<file path="config.mk">
export PLATFORM = sky130hd
export DESIGN_NAME = nav_arb_flat
export DESIGN_NICKNAME = d
export VERILOG_FILES = /design/src/rtl/nav_arb_if.sv /design/src/rtl/nav_arb.sv /design/src/flat_wrapper.sv
export SDC_FILE = /design/constraint.sdc
export NUM_CORES = 1
export LEC_CHECK = 0
export ABC_AREA = 1
export ABC_CLOCK_PERIOD_IN_PS = 3900
export BUFFER_PORTS_ARGS = -buffer_cell sky130_fd_sc_hd__buf_2
export CORE_ASPECT_RATIO = 0.6
export CORE_UTILIZATION = 54
export CTS_CLUSTER_SIZE = 25
export DETAILED_ROUTE_END_ITERATION = 7
export GPL_TIMING_DRIVEN = 0
export PLACE_DENSITY = 0.84
export SYNTH_ARGS = -nofsm -noshare
export SYNTH_HDL_FRONTEND = slang
export SYNTH_SLANG_ARGS = --single-unit
</file>
<file path="constraint.sdc">
create_clock -name clk -period 3.9 [get_ports clk]
set_clock_uncertainty 0.2 [all_clocks]
set_input_delay 0.585 -clock clk [delete_from_list [all_inputs] [get_ports clk]]
set_output_delay 0.585 -clock clk [all_outputs]
set_load 0.02 [all_outputs]
</file>
<file path="src/rtl/nav_arb_if.sv">
// rtl/nav_arb_if.sv - request/response bus between cmd_proc, maze_solve, nav_arb and navigate
interface nav_arb_if;
  logic               cmd_md;
  logic signed [11:0] dsrd_hdng_cmd;
  logic signed [11:0] dsrd_hdng_slv;
  logic               strt_hdng_cmd;
  logic               strt_hdng_slv;
  logic               strt_mv_cmd;
  logic               strt_mv_slv;
  logic               stp_lft_cmd;
  logic               stp_rght_cmd;
  logic               stp_lft_slv;
  logic               stp_rght_slv;
  logic               mv_cmplt;
  logic signed [11:0] dsrd_hdng;
  logic               strt_hdng;
  logic               strt_mv;
  logic               stp_lft;
  logic               stp_rght;
  logic               mv_cmplt_cmd;
  logic               mv_cmplt_slv;
  logic               nav_busy;
  logic               req_drop;
  logic               nav_fault;

  modport slave (
    input  cmd_md, dsrd_hdng_cmd, dsrd_hdng_slv, strt_hdng_cmd, strt_hdng_slv,
           strt_mv_cmd, strt_mv_slv, stp_lft_cmd, stp_rght_cmd, stp_lft_slv,
           stp_rght_slv, mv_cmplt,
    output dsrd_hdng, strt_hdng, strt_mv, stp_lft, stp_rght, mv_cmplt_cmd,
           mv_cmplt_slv, nav_busy, req_drop, nav_fault
  );

  modport master (
    output cmd_md, dsrd_hdng_cmd, dsrd_hdng_slv, strt_hdng_cmd, strt_hdng_slv,
           strt_mv_cmd, strt_mv_slv, stp_lft_cmd, stp_rght_cmd, stp_lft_slv,
           stp_rght_slv, mv_cmplt,
    input  dsrd_hdng, strt_hdng, strt_mv, stp_lft, stp_rght, mv_cmplt_cmd,
           mv_cmplt_slv, nav_busy, req_drop, nav_fault
  );
endinterface

</file>
<file path="src/rtl/nav_arb.sv">
// rtl/nav_arb.sv - owner arbitration, one-deep request queue and move watchdog in front of navigate
// Owner (1 = cmd_proc) only changes while idle; completions are routed back to the owner.
module nav_arb #(
  parameter bit FAST_SIM = 1'b1,
  parameter int WDOG_W   = FAST_SIM ? 16 : 26
) (
  input logic      clk,
  input logic      rst_n,
  nav_arb_if.slave nav
);
  typedef enum logic [1:0] {IDLE, BUSY, ISSUE} state_t;

  localparam logic [WDOG_W-1:0] WD_ONE = {{(WDOG_W-1){1'b0}}, 1'b1};

  state_t            state, state_n;
  logic              owner;
  logic              slot_v, slot_v_n, slot_mv, slot_mv_n;
  logic              slot_sl, slot_sl_n, slot_sr, slot_sr_n;
  logic [11:0]       slot_hd, slot_hd_n;
  logic [WDOG_W-1:0] wdog;

  logic              own_h, own_m, own_sl, own_sr, oth_req;
  logic [11:0]       own_hd;
  logic              issue, iss_mv, iss_sl, iss_sr;
  logic [11:0]       iss_hd;
  logic              drop, cmplt_c, cmplt_s, fault_set;

  logic [11:0]       hdng_q;
  logic              sl_q, sr_q, sh_q, sm_q, cc_q, cs_q, drop_q, fault_q;

  assign own_h   = owner ? nav.strt_hdng_cmd : nav.strt_hdng_slv;
  assign own_m   = owner ? nav.strt_mv_cmd   : nav.strt_mv_slv;
  assign own_hd  = owner ? nav.dsrd_hdng_cmd : nav.dsrd_hdng_slv;
  assign own_sl  = owner ? nav.stp_lft_cmd   : nav.stp_lft_slv;
  assign own_sr  = owner ? nav.stp_rght_cmd  : nav.stp_rght_slv;
  assign oth_req = owner ? (nav.strt_hdng_slv | nav.strt_mv_slv)
                         : (nav.strt_hdng_cmd | nav.strt_mv_cmd);

  always_comb begin
    state_n   = state;
    slot_v_n  = slot_v;
    slot_mv_n = slot_mv;
    slot_hd_n = slot_hd;
    slot_sl_n = slot_sl;
    slot_sr_n = slot_sr;
    issue     = 1'b0;
    iss_mv    = 1'b0;
    iss_hd    = own_hd;
    iss_sl    = 1'b0;
    iss_sr    = 1'b0;
    drop      = oth_req;
    cmplt_c   = 1'b0;
    cmplt_s   = 1'b0;
    fault_set = 1'b0;

    // Heading wins a same-cycle tie; the move behind it goes to the slot.
    if (state == IDLE) begin
      if (own_h || own_m) begin
        issue   = 1'b1;
        iss_mv  = !own_h;
        iss_sl  = !own_h && own_sl;
        iss_sr  = !own_h && own_sr;
        state_n = BUSY;
        if (own_h && own_m) begin
          slot_v_n  = 1'b1;
          slot_mv_n = 1'b1;
          slot_hd_n = own_hd;
          slot_sl_n = own_sl;
          slot_sr_n = own_sr;
        end
      end
    end else if (own_h || own_m) begin
      if (slot_v) begin
        drop = 1'b1;
      end else begin
        slot_v_n  = 1'b1;
        slot_mv_n = !own_h;
        slot_hd_n = own_hd;
        slot_sl_n = !own_h && own_sl;
        slot_sr_n = !own_h && own_sr;
        if (own_h && own_m) drop = 1'b1;
      end
    end

    case (state)
      BUSY: begin
        // Completion takes priority over a same-cycle watchdog expiry.
        if (nav.mv_cmplt) begin
          cmplt_c = owner;
          cmplt_s = !owner;
          state_n = slot_v_n ? ISSUE : IDLE;
        end else if (&wdog) begin
          fault_set = 1'b1;
          slot_v_n  = 1'b0;
          state_n   = IDLE;
        end
      end
      ISSUE: begin
        issue    = 1'b1;
        iss_mv   = slot_mv;
        iss_hd   = slot_hd;
        iss_sl   = slot_sl;
        iss_sr   = slot_sr;
        slot_v_n = 1'b0;
        state_n  = BUSY;
      end
      default: ;
    endcase
  end

  always_ff @(posedge clk or negedge rst_n) begin
    if (!rst_n) state <= IDLE;
    else        state <= state_n;
  end

  always_ff @(posedge clk or negedge rst_n) begin
    if (!rst_n) begin
      owner   <= 1'b1;
      slot_v  <= 1'b0;
      slot_mv <= 1'b0;
      slot_hd <= '0;
      slot_sl <= 1'b0;
      slot_sr <= 1'b0;
      wdog    <= '0;
      hdng_q  <= '0;
      sl_q    <= 1'b0;
      sr_q    <= 1'b0;
      sh_q    <= 1'b0;
      sm_q    <= 1'b0;
      cc_q    <= 1'b0;
      cs_q    <= 1'b0;
      drop_q  <= 1'b0;
      fault_q <= 1'b0;
    end else begin
      if (state == IDLE) owner <= nav.cmd_md;
      slot_v  <= slot_v_n;
      slot_mv <= slot_mv_n;
      slot_hd <= slot_hd_n;
      slot_sl <= slot_sl_n;
      slot_sr <= slot_sr_n;
      sh_q    <= issue && !iss_mv;
      sm_q    <= issue && iss_mv;
      if (issue) begin
        hdng_q <= iss_hd;
        sl_q   <= iss_sl;
        sr_q   <= iss_sr;
        wdog   <= '0;
      end else if (state == BUSY) begin
        wdog <= wdog + WD_ONE;
      end
      cc_q   <= cmplt_c;
      cs_q   <= cmplt_s;
      drop_q <= drop;
      if (fault_set) fault_q <= 1'b1;
    end
  end

  assign nav.dsrd_hdng    = hdng_q;
  assign nav.strt_hdng    = sh_q;
  assign nav.strt_mv      = sm_q;
  assign nav.stp_lft      = sl_q;
  assign nav.stp_rght     = sr_q;
  assign nav.mv_cmplt_cmd = cc_q;
  assign nav.mv_cmplt_slv = cs_q;
  assign nav.nav_busy     = (state != IDLE);
  assign nav.req_drop     = drop_q;
  assign nav.nav_fault    = fault_q;
endmodule

</file>
<file path="src/flat_wrapper.sv">
// flat-port wrapper written by rule: the top's interface ports become plain ports
module nav_arb_flat 
#(
  parameter bit FAST_SIM = 1'b1,
  parameter int WDOG_W   = FAST_SIM ? 16 : 26
)
  (clk, rst_n, nav_cmd_md, nav_dsrd_hdng_cmd, nav_dsrd_hdng_slv, nav_strt_hdng_cmd, nav_strt_hdng_slv, nav_strt_mv_cmd, nav_strt_mv_slv, nav_stp_lft_cmd, nav_stp_rght_cmd, nav_stp_lft_slv, nav_stp_rght_slv, nav_mv_cmplt, nav_dsrd_hdng, nav_strt_hdng, nav_strt_mv, nav_stp_lft, nav_stp_rght, nav_mv_cmplt_cmd, nav_mv_cmplt_slv, nav_nav_busy, nav_req_drop, nav_nav_fault);
  nav_arb_if nav_i ();
  input logic clk;
  input logic rst_n;
  input wire logic [$bits(nav_i.cmd_md)-1:0] nav_cmd_md;
  input wire logic [$bits(nav_i.dsrd_hdng_cmd)-1:0] nav_dsrd_hdng_cmd;
  input wire logic [$bits(nav_i.dsrd_hdng_slv)-1:0] nav_dsrd_hdng_slv;
  input wire logic [$bits(nav_i.strt_hdng_cmd)-1:0] nav_strt_hdng_cmd;
  input wire logic [$bits(nav_i.strt_hdng_slv)-1:0] nav_strt_hdng_slv;
  input wire logic [$bits(nav_i.strt_mv_cmd)-1:0] nav_strt_mv_cmd;
  input wire logic [$bits(nav_i.strt_mv_slv)-1:0] nav_strt_mv_slv;
  input wire logic [$bits(nav_i.stp_lft_cmd)-1:0] nav_stp_lft_cmd;
  input wire logic [$bits(nav_i.stp_rght_cmd)-1:0] nav_stp_rght_cmd;
  input wire logic [$bits(nav_i.stp_lft_slv)-1:0] nav_stp_lft_slv;
  input wire logic [$bits(nav_i.stp_rght_slv)-1:0] nav_stp_rght_slv;
  input wire logic [$bits(nav_i.mv_cmplt)-1:0] nav_mv_cmplt;
  output wire logic [$bits(nav_i.dsrd_hdng)-1:0] nav_dsrd_hdng;
  output wire logic [$bits(nav_i.strt_hdng)-1:0] nav_strt_hdng;
  output wire logic [$bits(nav_i.strt_mv)-1:0] nav_strt_mv;
  output wire logic [$bits(nav_i.stp_lft)-1:0] nav_stp_lft;
  output wire logic [$bits(nav_i.stp_rght)-1:0] nav_stp_rght;
  output wire logic [$bits(nav_i.mv_cmplt_cmd)-1:0] nav_mv_cmplt_cmd;
  output wire logic [$bits(nav_i.mv_cmplt_slv)-1:0] nav_mv_cmplt_slv;
  output wire logic [$bits(nav_i.nav_busy)-1:0] nav_nav_busy;
  output wire logic [$bits(nav_i.req_drop)-1:0] nav_req_drop;
  output wire logic [$bits(nav_i.nav_fault)-1:0] nav_nav_fault;
  assign nav_i.cmd_md = nav_cmd_md;
  assign nav_i.dsrd_hdng_cmd = nav_dsrd_hdng_cmd;
  assign nav_i.dsrd_hdng_slv = nav_dsrd_hdng_slv;
  assign nav_i.strt_hdng_cmd = nav_strt_hdng_cmd;
  assign nav_i.strt_hdng_slv = nav_strt_hdng_slv;
  assign nav_i.strt_mv_cmd = nav_strt_mv_cmd;
  assign nav_i.strt_mv_slv = nav_strt_mv_slv;
  assign nav_i.stp_lft_cmd = nav_stp_lft_cmd;
  assign nav_i.stp_rght_cmd = nav_stp_rght_cmd;
  assign nav_i.stp_lft_slv = nav_stp_lft_slv;
  assign nav_i.stp_rght_slv = nav_stp_rght_slv;
  assign nav_i.mv_cmplt = nav_mv_cmplt;
  assign nav_dsrd_hdng = nav_i.dsrd_hdng;
  assign nav_strt_hdng = nav_i.strt_hdng;
  assign nav_strt_mv = nav_i.strt_mv;
  assign nav_stp_lft = nav_i.stp_lft;
  assign nav_stp_rght = nav_i.stp_rght;
  assign nav_mv_cmplt_cmd = nav_i.mv_cmplt_cmd;
  assign nav_mv_cmplt_slv = nav_i.mv_cmplt_slv;
  assign nav_nav_busy = nav_i.nav_busy;
  assign nav_req_drop = nav_i.req_drop;
  assign nav_nav_fault = nav_i.nav_fault;
  nav_arb #(.FAST_SIM(FAST_SIM), .WDOG_W(WDOG_W)) u_core (.clk(clk), .rst_n(rst_n), .nav(nav_i));
endmodule
</file>
==> impl_metrics.env <==
export IMPL_power_density_mw_per_mm2=284
export IMPL_crit_fanout=8
export IMPL_dr_max_layer_used="met4"
export IMPL_netlist_instances=376
export IMPL_dp_hpwl_um=5010
export IMPL_tns_ns=0
export IMPL_cts_clk_slew_worst_paths_ns=0.10
export IMPL_antenna_found_initial=0
export IMPL_routed_wl_um=6760
export IMPL_grt_max_degree=56
export IMPL_cts_setup_buffers=0
export IMPL_wl_met2_um=2670
export IMPL_start_util_pct=56.5
export IMPL_clk_latency_ns=0.32
export IMPL_violations="DRC"
export IMPL_via_per_inst=5.22
export IMPL_core_rowCount=20
export IMPL_crit_required_ns=3.12
export IMPL_dp_cells=498
export IMPL_chipWidth_um=96.3
export IMPL_ys_seq_elements=55
export IMPL_fin_crit_sh_pct=60.0
export IMPL_die_height_um=58.6
export IMPL_grt_pass1_wl_um=10900
export IMPL_instances_no_fill=506
export IMPL_numCtsBuffers=5
export IMPL_synth_area_leaders="dfrtp_1, nand2_1, o21ai_0"
export IMPL_ctsResizeCount=0
export IMPL_status="finished with violations"
export IMPL_grt_pass1_vias=2197
export IMPL_fmax_mhz=427
export IMPL_cts_path_max_buffers=2
export IMPL_h_tree_depth=2
export IMPL_layout_drive_gt1_share_pct=18.6
export IMPL_io_pins=57
export IMPL_grt_total_usage_pct=26.4
export IMPL_ir_drop_v=0.000190
export IMPL_hold_class="in2reg"
export IMPL_drc_errors=1
export IMPL_maxSlewHeadroom_pct=20.2
export IMPL_worstPathCellList="inv_1, ha_1, buf_2, inv_1, buf_2"
export IMPL_p_leak_uw=0.00178
export IMPL_area_delta_synth_final_pct=15.7
export IMPL_final_common_cell="nand2_1"
export IMPL_place_congestion=0.874
export IMPL_drt_iter0_markers=254
export IMPL_cp_arrival_ns=1.56
export IMPL_postCtsHoldBufs=0
export IMPL_yosysUniqueCellTypes=31
export IMPL_setup_violations=0
export IMPL_overflow=0
export IMPL_max_cap_violations=0
export IMPL_tritoncts="done"
export IMPL_syn_nets=416
export IMPL_tightest_slew_ns=1.20
export IMPL_cts_sinks=55
export IMPL_rsz0062_at_grt="no"
export IMPL_final_hold_viol_count=0
export IMPL_crit_path_end_kind="output pin"
export IMPL_yosys_area_top_type="dfrtp_1"
export IMPL_routedWlPerCell_um=13.4
export IMPL_worstSetupPathType="reg2out"
export IMPL_drt_first_pass_iters=7
export IMPL_yosysTopAreaCellShare_pct=46.9
export IMPL_io_buffers=56
export IMPL_startpoint_type="flip-flop"
export IMPL_min_period_ns=2.34
export IMPL_core_mm2=0.00510
export IMPL_layout_common_cells="nand2_1, buf_2, dfrtp_1, o21ai_0, inv_1"
export IMPL_critPathMaxStageDelay_ns=0.38
export IMPL_drv_slew=0
export IMPL_synthesis_area_mm2=0.00288
export IMPL_via_count=2641
export IMPL_antennaDiodeCount=0
export IMPL_cts_root_buf="clkbuf_8"
export IMPL_dieArea_mm2=0.00565
export IMPL_dr_wl_met3_um=442
export IMPL_cpMaxStageDelayCell="dfrtp_1"
export IMPL_syn_area_per_cell_um2=7.67
export IMPL_nets=479
export IMPL_seq_area_frac_synth_pct=47.8
export IMPL_drt_met1_wl_um=3590
export IMPL_ant_nets=0
export IMPL_ys_warn_count=0
metal layers:
metal	vias up	track usage [%]
met5	-	0
met4	0	6.30
met3	5	5.94
met2	88	35.7
met1	1235	42.7
li1	1313	-
cells by family (layout without fill, tap and decap cells):
| kind of cell | after synthesis | count (layout) | synth area share [%] |
|---|---|---|---|
| DFF | 55 | 55 | 47.8 |
| muxes | 2 | 2 | 0.694 |
| adders and majority gates | 4 | 4 | 1.74 |
| xor gates and xnor gates | 3 | 3 | 0.911 |
| AOI/OAI and AO/OA | 60 | 60 | 11.7 |
| buffers and inverters | 51 | 115 | 7.98 |
| and+or+nand+nor | 201 | 201 | 29.2 |
state kept, by name (all words and copies together), names as in the netlist:
register                 flops
u_core.state                 2
u_core.owner                 1
u_core.slot_hd              12
u_core.nav.req_drop          1
u_core.nav.stp_rght          1
u_core.nav.mv_cmplt_cmd      1
u_core.nav.strt_hdng         1
u_core.slot_mv               1
u_core.nav.nav_fault         1
u_core.slot_v                1
u_core.nav.stp_lft           1
u_core.nav.mv_cmplt_slv      1
u_core.slot_sr               1
u_core.nav.strt_mv           1
u_core.wdog                 16
u_core.slot_sl               1
u_core.nav.dsrd_hdng        12
final cells by class:
type / count / area, um2
multi-input combinational: 270 / 1280
fill: 454 / 1770
tap: 66 / 82.6
buffer: 12 / 81.3
timing repair buffer: 56 / 280
clock inverter: 3 / 20.0
clock buffer: 5 / 68.8
sequential: 55 / 1380
inverter: 39 / 149
critical path, delay by kind of cell (launching register included):
kind | cells | cell delay, ns
flip-flops | 1 | 0.38
adder cells (fa/ha/maj) | 1 | 0.19
buffers and inverters | 4 | 0.67
final timing paths:
| path | cells past startpoint | startpoint | to | slack (ns) |
|---|---|---|---|---|
| setup / recovery | 5 | u_core.state[0] | nav_nav_busy | 1.56 |
| hold / removal | 3 | nav_cmd_md | u_core.owner | 0.28 |
| setup reg to reg | 10 | u_core.state[1] | u_core.slot_hd[8] | 1.79 |
| hold reg to reg | 2 | u_core.nav.dsrd_hdng[8] | u_core.nav.dsrd_hdng[8] | 0.29 |
| max in group asynchronous | 1 | rst_n | u_core.slot_hd[8] | 2.47 |
| min in group asynchronous | 1 | rst_n | u_core.wdog[14] | 0.31 |
synthesized netlist by cell type:
| cell type | instances |
|---|---|
| nand2_1 | 137 |
| dfrtp_1 | 54 |
| o21ai_0 | 42 |
| inv_1 | 36 |
| nor2_1 | 33 |
| nand3_1 | 11 |
| a21oi_1 | 8 |
| nand4_1 | 6 |
| clkbuf_1 | 5 |
| nand2_4 | 5 |
| nor3_1 | 5 |
| buf_6 | 4 |
| ha_1 | 4 |
| o211ai_1 | 3 |
| buf_2 | 2 |
| clkinv_1 | 2 |
| mux2i_1 | 2 |
| o21ai_1 | 2 |
| o21bai_1 | 2 |
| xnor2_1 | 2 |
| a21boi_0 | 1 |
| a21oi_4 | 1 |
| and3_1 | 1 |
| buf_4 | 1 |
| dfstp_2 | 1 |
| inv_4 | 1 |
| nand2_2 | 1 |
| nor3_2 | 1 |
| nor3b_1 | 1 |
| o21ai_4 | 1 |
| xor2_1 | 1 |
per-stage QoR:
| stage | setup WS (ns) | cell area [um2] | hold slack (ns) | utilization, % | power, uW |
|---|---|---|---|---|---|
| finish | 1.56 | 3340 | 0.276 | 65.3 | 946 |
| global route | 1.47 | 3340 | 0.303 | 65.3 | 976 |
| CTS | 1.57 | 3340 | 0.284 | 65.3 | 947 |
| detailed placement | 1.81 | 3250 | 0.259 | 63.6 | 635 |
| global placement | 1.89 | 3250 | 0.256 | 63.6 | 634 |
| floorplan | 2.06 | 2880 | 0.0894 | - | 601 |
power by group:
| group | total, uW | leakage (uW) | internal [uW] | switching (uW) |
|---|---|---|---|---|
| clock | 323 | 0.0000402 | 125 | 197 |
| sequential | 570 | 0.000693 | 570 | 0.0908 |
| combinational | 53.6 | 0.00104 | 20.4 | 33.2 |
| total | 946 | 0.00178 | 716 | 230 |
No activity file was read; power rests on OpenSTA's default activity.
